[src/rtl/raster_scan_sequencer.sv]
`default_nettype none
// ============================================================================
// Module   : raster_scan_sequencer
// Purpose  : Walks a 2D feature map in raster order (columns inside rows).
//            It emits one (col, row, flat address) beat per transfer over a
//            valid/ready stream. The scan geometry is captured at start, so
//            the caller may change its config inputs while a scan is running.
// Revision : 1.0 - initial release
// ----------------------------------------------------------------------------
// Ports:
//   clk_i        in   clock, rising edge
//   rst_ni       in   asynchronous active-low reset
//   start_i      in   begin a scan (honoured only when idle)
//   abort_i      in   terminate a running scan (wins over a transfer)
//   last_col_i   in   index of the last column (width-1)
//   last_row_i   in   index of the last row (height-1)
//   base_addr_i  in   address of element (0,0)
//   row_pitch_i  in   address step between consecutive row starts
//   ready_i      in   downstream accepts the current beat
//   valid_o      out  beat valid
//   col_o/row_o  out  coordinate of the current beat
//   addr_o       out  flat address of the current beat
//   eol_o        out  current beat is the last column of its row
//   last_o       out  current beat is the final beat of the scan
//   busy_o       out  scan in progress
//   done_o       out  one-cycle pulse after the final beat transfers
// ============================================================================
module raster_scan_sequencer #(
    parameter int unsigned COL_BITS  = 5,
    parameter int unsigned ROW_BITS  = 5,
    parameter int unsigned ADDR_BITS = 10
) (
    input  logic                 clk_i,
    input  logic                 rst_ni,
    input  logic                 start_i,
    input  logic                 abort_i,
    input  logic [COL_BITS-1:0]  last_col_i,
    input  logic [ROW_BITS-1:0]  last_row_i,
    input  logic [ADDR_BITS-1:0] base_addr_i,
    input  logic [ADDR_BITS-1:0] row_pitch_i,
    input  logic                 ready_i,
    output logic                 valid_o,
    output logic [COL_BITS-1:0]  col_o,
    output logic [ROW_BITS-1:0]  row_o,
    output logic [ADDR_BITS-1:0] addr_o,
    output logic                 eol_o,
    output logic                 last_o,
    output logic                 busy_o,
    output logic                 done_o
);

    typedef enum logic [1:0] {
        ST_IDLE = 2'd0,
        ST_RUN  = 2'd1,
        ST_DONE = 2'd2
    } state_t;

    state_t                r_state;

    // Geometry captured at start
    logic [COL_BITS-1:0]   r_last_col;
    logic [ROW_BITS-1:0]   r_last_row;
    logic [ADDR_BITS-1:0]  r_pitch;
    logic [ADDR_BITS-1:0]  r_row_base;

    // Registered beat payload and status
    logic [COL_BITS-1:0]   r_col;
    logic [ROW_BITS-1:0]   r_row;
    logic [ADDR_BITS-1:0]  r_addr;
    logic                  r_valid;
    logic                  r_eol;
    logic                  r_last;
    logic                  r_busy;
    logic                  r_done;

    logic                  w_xfer;
    logic                  w_col_end;
    logic                  w_row_end;
    logic [COL_BITS-1:0]   w_col_inc;
    logic [ROW_BITS-1:0]   w_row_inc;
    logic [ADDR_BITS-1:0]  w_addr_inc;
    logic [ADDR_BITS-1:0]  w_row_base_nxt;

    assign w_xfer         = r_valid & ready_i;
    assign w_col_end      = (r_col == r_last_col);
    assign w_row_end      = (r_row == r_last_row);
    assign w_col_inc      = r_col + 1'b1;
    assign w_row_inc      = r_row + 1'b1;
    assign w_addr_inc     = r_addr + 1'b1;
    // Address arithmetic wraps naturally at the register width.
    assign w_row_base_nxt = r_row_base + r_pitch;

    // eol/last are registered alongside the coordinate they describe. Each
    // one is computed from the coordinate being loaded, so it never lags the
    // payload by a cycle.
    always_ff @(posedge clk_i or negedge rst_ni) begin
        if (!rst_ni) begin
            r_state    <= ST_IDLE;
            r_last_col <= '0;
            r_last_row <= '0;
            r_pitch    <= '0;
            r_row_base <= '0;
            r_col      <= '0;
            r_row      <= '0;
            r_addr     <= '0;
            r_valid    <= 1'b0;
            r_eol      <= 1'b0;
            r_last     <= 1'b0;
            r_busy     <= 1'b0;
            r_done     <= 1'b0;
        end else begin
            r_done <= 1'b0;
            case (r_state)
                ST_IDLE: begin
                    if (start_i) begin
                        r_last_col <= last_col_i;
                        r_last_row <= last_row_i;
                        r_pitch    <= row_pitch_i;
                        r_row_base <= base_addr_i;
                        r_col      <= '0;
                        r_row      <= '0;
                        r_addr     <= base_addr_i;
                        r_eol      <= (last_col_i == '0);
                        r_last     <= (last_col_i == '0) && (last_row_i == '0);
                        r_valid    <= 1'b1;
                        r_busy     <= 1'b1;
                        r_state    <= ST_RUN;
                    end
                end
                ST_RUN: begin
                    if (abort_i) begin
                        r_valid <= 1'b0;
                        r_busy  <= 1'b0;
                        r_state <= ST_IDLE;
                    end else if (w_xfer) begin
                        if (!w_col_end) begin
                            r_col  <= w_col_inc;
                            r_addr <= w_addr_inc;
                            r_eol  <= (w_col_inc == r_last_col);
                            r_last <= (w_col_inc == r_last_col) && w_row_end;
                        end else if (!w_row_end) begin
                            r_col      <= '0;
                            r_row      <= w_row_inc;
                            r_row_base <= w_row_base_nxt;
                            r_addr     <= w_row_base_nxt;
                            r_eol      <= (r_last_col == '0);
                            r_last     <= (r_last_col == '0) && (w_row_inc == r_last_row);
                        end else begin
                            r_valid <= 1'b0;
                            r_busy  <= 1'b0;
                            r_done  <= 1'b1;
                            r_state <= ST_DONE;
                        end
                    end
                end
                ST_DONE: begin
                    // start_i is deliberately ignored here.
                    r_state <= ST_IDLE;
                end
                default: begin
                    r_valid <= 1'b0;
                    r_busy  <= 1'b0;
                    r_state <= ST_IDLE;
                end
            endcase
        end
    end

    assign valid_o = r_valid;
    assign col_o   = r_col;
    assign row_o   = r_row;
    assign addr_o  = r_addr;
    assign eol_o   = r_eol;
    assign last_o  = r_last;
    assign busy_o  = r_busy;
    assign done_o  = r_done;

endmodule
`default_nettype wire

[config.mk]
export PLATFORM = sky130hd
export DESIGN_NAME = raster_scan_sequencer
export DESIGN_NICKNAME = d
export VERILOG_FILES = /design/src/rtl/raster_scan_sequencer.sv
export SDC_FILE = /design/constraint.sdc
export NUM_CORES = 1
export LEC_CHECK = 0
export ABC_AREA = 1
export CAP_MARGIN = 20
export CORE_ASPECT_RATIO = 1.25
export CORE_MARGIN = 10
export CORE_UTILIZATION = 40
export CTS_CLUSTER_DIAMETER = 200
export CTS_CLUSTER_SIZE = 12
export DETAILED_ROUTE_END_ITERATION = 12
export PLACE_DENSITY = 0.66
export SETUP_SLACK_MARGIN = 0.02
export SYNTH_ARGS = -nofsm -noshare
export SYNTH_HDL_FRONTEND = slang
export SYNTH_SLANG_ARGS = --single-unit
[constraint.sdc]
create_clock -name clk_i -period 2 [get_ports clk_i]
set_clock_uncertainty 0.2 [all_clocks]
set_input_delay 0.4 -clock clk_i [delete_from_list [all_inputs] [get_ports clk_i]]
set_output_delay 0.4 -clock clk_i [all_outputs]
set_load 0.005 [all_outputs]
==> flow_metrics.py <==
metrics = {
    "run_status": {
        "status": "completed",
    },
    "min_path": {
        "min_path_type": "register to register",
    },
    "logic_synthesis": {
        "yosysUniqueCellTypes": 39,
        "yosysTopAreaCell": "dfrtp_1",
        "syn-mean-instance-area_um2": 7.33,
        "ys_ff_latch": 56,
        "synth_top_area_frac": 0.378,
        "synth_nets": 554,
        "yosys_warnings": 0,
        "yosys-top-cells-area": "dfrtp_1 (38%), nand2_1 (17%), nand3_1 (5.4%), inv_1 (5.4%), nor2_1 (4.5%)",
        "synthArstFlopShare": 1.00,
        "syn_area_um2": 3710,
        "synthFlopType": "dfrtp_1",
        "synthCells": 506,
        "synth-edff-count": 0,
        "yosysSeqAreaShare": 0.378,
    },
    "critical_path": {
        "cp_max_fo": 3,
        "path_class": "register to primary output",
        "cp.arrival_ps": 1390,
        "worstPathRequired_ps": 1400,
        "end_kind": "primary output",
        "cp-start-kind": "register",
    },
    "clock_tree": {
        "tritoncts.num_buffers": 5,
        "clock_sinks": 56,
        "worstSkewPairLatency_ps": 310,
        "clockBufferDepth": 2,
        "cts_tree": "yes",
        "clkSlewWorstSetupHoldPaths_ps": 80,
        "htree_levels": 2,
        "cts_root_buffer": "clkbuf_16",
    },
    "power_and_ir_drop": {
        "finalPower_mw": 6.42,
        "max-vdd-ir-drop_v": 0.000505,
        "powerDensity_nw_per_um2": 1270,
        "leakage_nw": 2.50,
    },
    "route": {
        "viasPerCell": 4.92,
        "drt-pass1-iter-count": 5,
        "wirelength_mm": 10.4,
        "drc": 0,
        "initialDrtViolationCount": 129,
        "num_vias": 3526,
        "ant_nets": 0,
        "wl_per_cell_um": 14.6,
    },
    "global_routing": {
        "grtUsageTotal": 0.155,
        "grt_max_degree": 57,
        "first_global_vias": 3587,
        "grt_pass1_wl_mm": 17.1,
        "antenna_found_initial": 0,
        "grt-ovfl-total": 0,
    },
    "placed_design": {
        "dp_hpwl_mm": 7.83,
        "io_buffers": 59,
        "place_congestion": 0.897,
    },
    "finish": {
        "utilization": 0.553,
        "final_nets": 640,
        "fill_cells": 874,
        "drive_above_1_share": 0.187,
        "syn_to_final_growth_pct": 36.0,
        "antennaDiodeCount": 0,
    },
    "timing": {
        "setup_viol": 0,
        "finalCritPeriodShare": 0.995,
        "max_freq_ghz": 0.503,
        "slew-limit-headroom": 0.792,
        "drv_slew": 0,
        "fin_crit_ps": 1990,
        "grt_setup_unrepaired": "true",
        "max_slew.worst_pin.slew_ps": 311,
        "hold_viol_final": 0,
    },
    "die": {
        "dieHeight_um": 128,
        "die-area_um2": 13600,
        "die_w_um": 106,
        "ios": 60,
        "start_util": 0.407,
        "rows": 39,
        "core_area_um2": 9130,
    },
    "flow_run": {
        "maxCapViolations": 0,
    },
}
## power by group
group	switching [mW]	total [mW]	leakage, nW	internal, mW
registers	0.398	1.88	0.684	1.48
clock network	0.441	1.07	0.0871	0.629
logic	1.79	3.47	1.72	1.68
## worst paths after layout
kind	from	endpoint	slack, ps	depth (start not counted)
max	col_o[1]	col_o[1]	10	2
min	eol_o	eol_o	280	2
max reg2reg	r_row_base[0]	addr_o[4]	40	10
min reg2reg	eol_o	eol_o	280	2
max in group asynchronous	rst_ni	col_o[0]	890	3
min in group asynchronous	rst_ni	r_row_base[1]	430	3
## cells in the final DEF, fill, tap and decap left out, types with 2 or more instances in the layout
cell type and instances:
a21oi_1 15, a21oi_2 4, buf_12 3, buf_4 25, buf_6 5, clkbuf_16 5
clkdlybuf4s50_1 56, dfrtp_1 52, dfrtp_2 4, dlymetal6s2s_1 2, ha_1 6, ha_4 5
inv_1 52, inv_2 4, mux2_2 11, nand2_1 167, nand2_2 11, nand3_1 32
nand3_2 8, nand3_4 2, nand3b_1 2, nand4_1 7, nor2_1 42, nor2_2 2
nor2_4 4, nor3_1 4, o211ai_1 2, o21ai_0 17, o21ai_1 7, xnor2_1 5
xnor2_2 5, xor2_1 11
## cell families (layout without fill, tap and decap cells)
kind of cell	Yosys count	after routing	synth area share
xor+xnor	21	21	0.0516
buf+inv	71	158	0.0813
mux	11	11	0.0334
compound gates	48	48	0.0732
flops	56	56	0.378
simple gates	286	286	0.337
fa+ha+maj	13	13	0.0459
## area by class of cell
class | instances | area, um2 | area share
inverter | 57 | 219 | 0.0434
clock inverter | 2 | 38.8 | 0.00768
tap | 123 | 154 | 0.0305
sequential | 56 | 1410 | 0.279
clock buffer | 6 | 139 | 0.0275
timing repair buffer | 93 | 905 | 0.179
multi-input combinational | 379 | 2190 | 0.433
## cell usage after synthesis (6+ instances only)
cell     instances
nand3_1         40
ha_1            12
o21ai_0         19
nand2_2          6
inv_1           53
xor2_1          11
nand2_1        172
dfrtp_1         56
xnor2_1          9
mux2_2          11
nand4_1          7
a21oi_1         18
nor2_1          44
## repair_timing
| item | 4_1_cts | 5_1_grt |
|---|---|---|
| hold endpoints to repair | 56 | 0 |
| setup endpoints to repair | 6 | 32 |
| resized for setup | 4 | 45 |
| buffers inserted | 0 | 6 |
| pin swaps | 0 | 12 |
| hold buffers | 1 | 0 |
## routing by layer
metal | vias up | routed length [um] | track usage
met5 | - | 0 | 0
met3 | 22 | 454 | 0.0307
met1 | 1642 | 4390 | 0.175
met2 | 88 | 5200 | 0.273
met4 | 0 | 372 | 0.0782
li1 | 1774 | - | -
## metrics by stage
step	setup WS (ps)	cell area, um2	TNS, ps	instances	hold slack, ps
3_3_place_gp	-44.7	4610	-163	701	226
4_1_cts	14.0	4810	0	710	288
2_1_floorplan	62.7	3710	0	506	-95.6
3_5_place_dp	-83.0	4610	-309	701	232
6_report	10.7	5050	0	716	284
5_1_grt	-48.3	5050	-223	716	306
## critical path, stage by stage (launching register included)
cell             delay [ps]
dfrtp_1                 440
buf_6                   130
clkdlybuf4s50_1         510
## state kept, by name, summed over array words and instances, names as in the netlist
name,count
addr_o,10
r_pitch,10
r_row_base,10
col_o,5
r_last_col,5
r_last_row,5
row_o,5
r_state,2
busy_o,1
done_o,1
eol_o,1
last_o,1
Note: power is estimated with default switching activity, not from simulation.
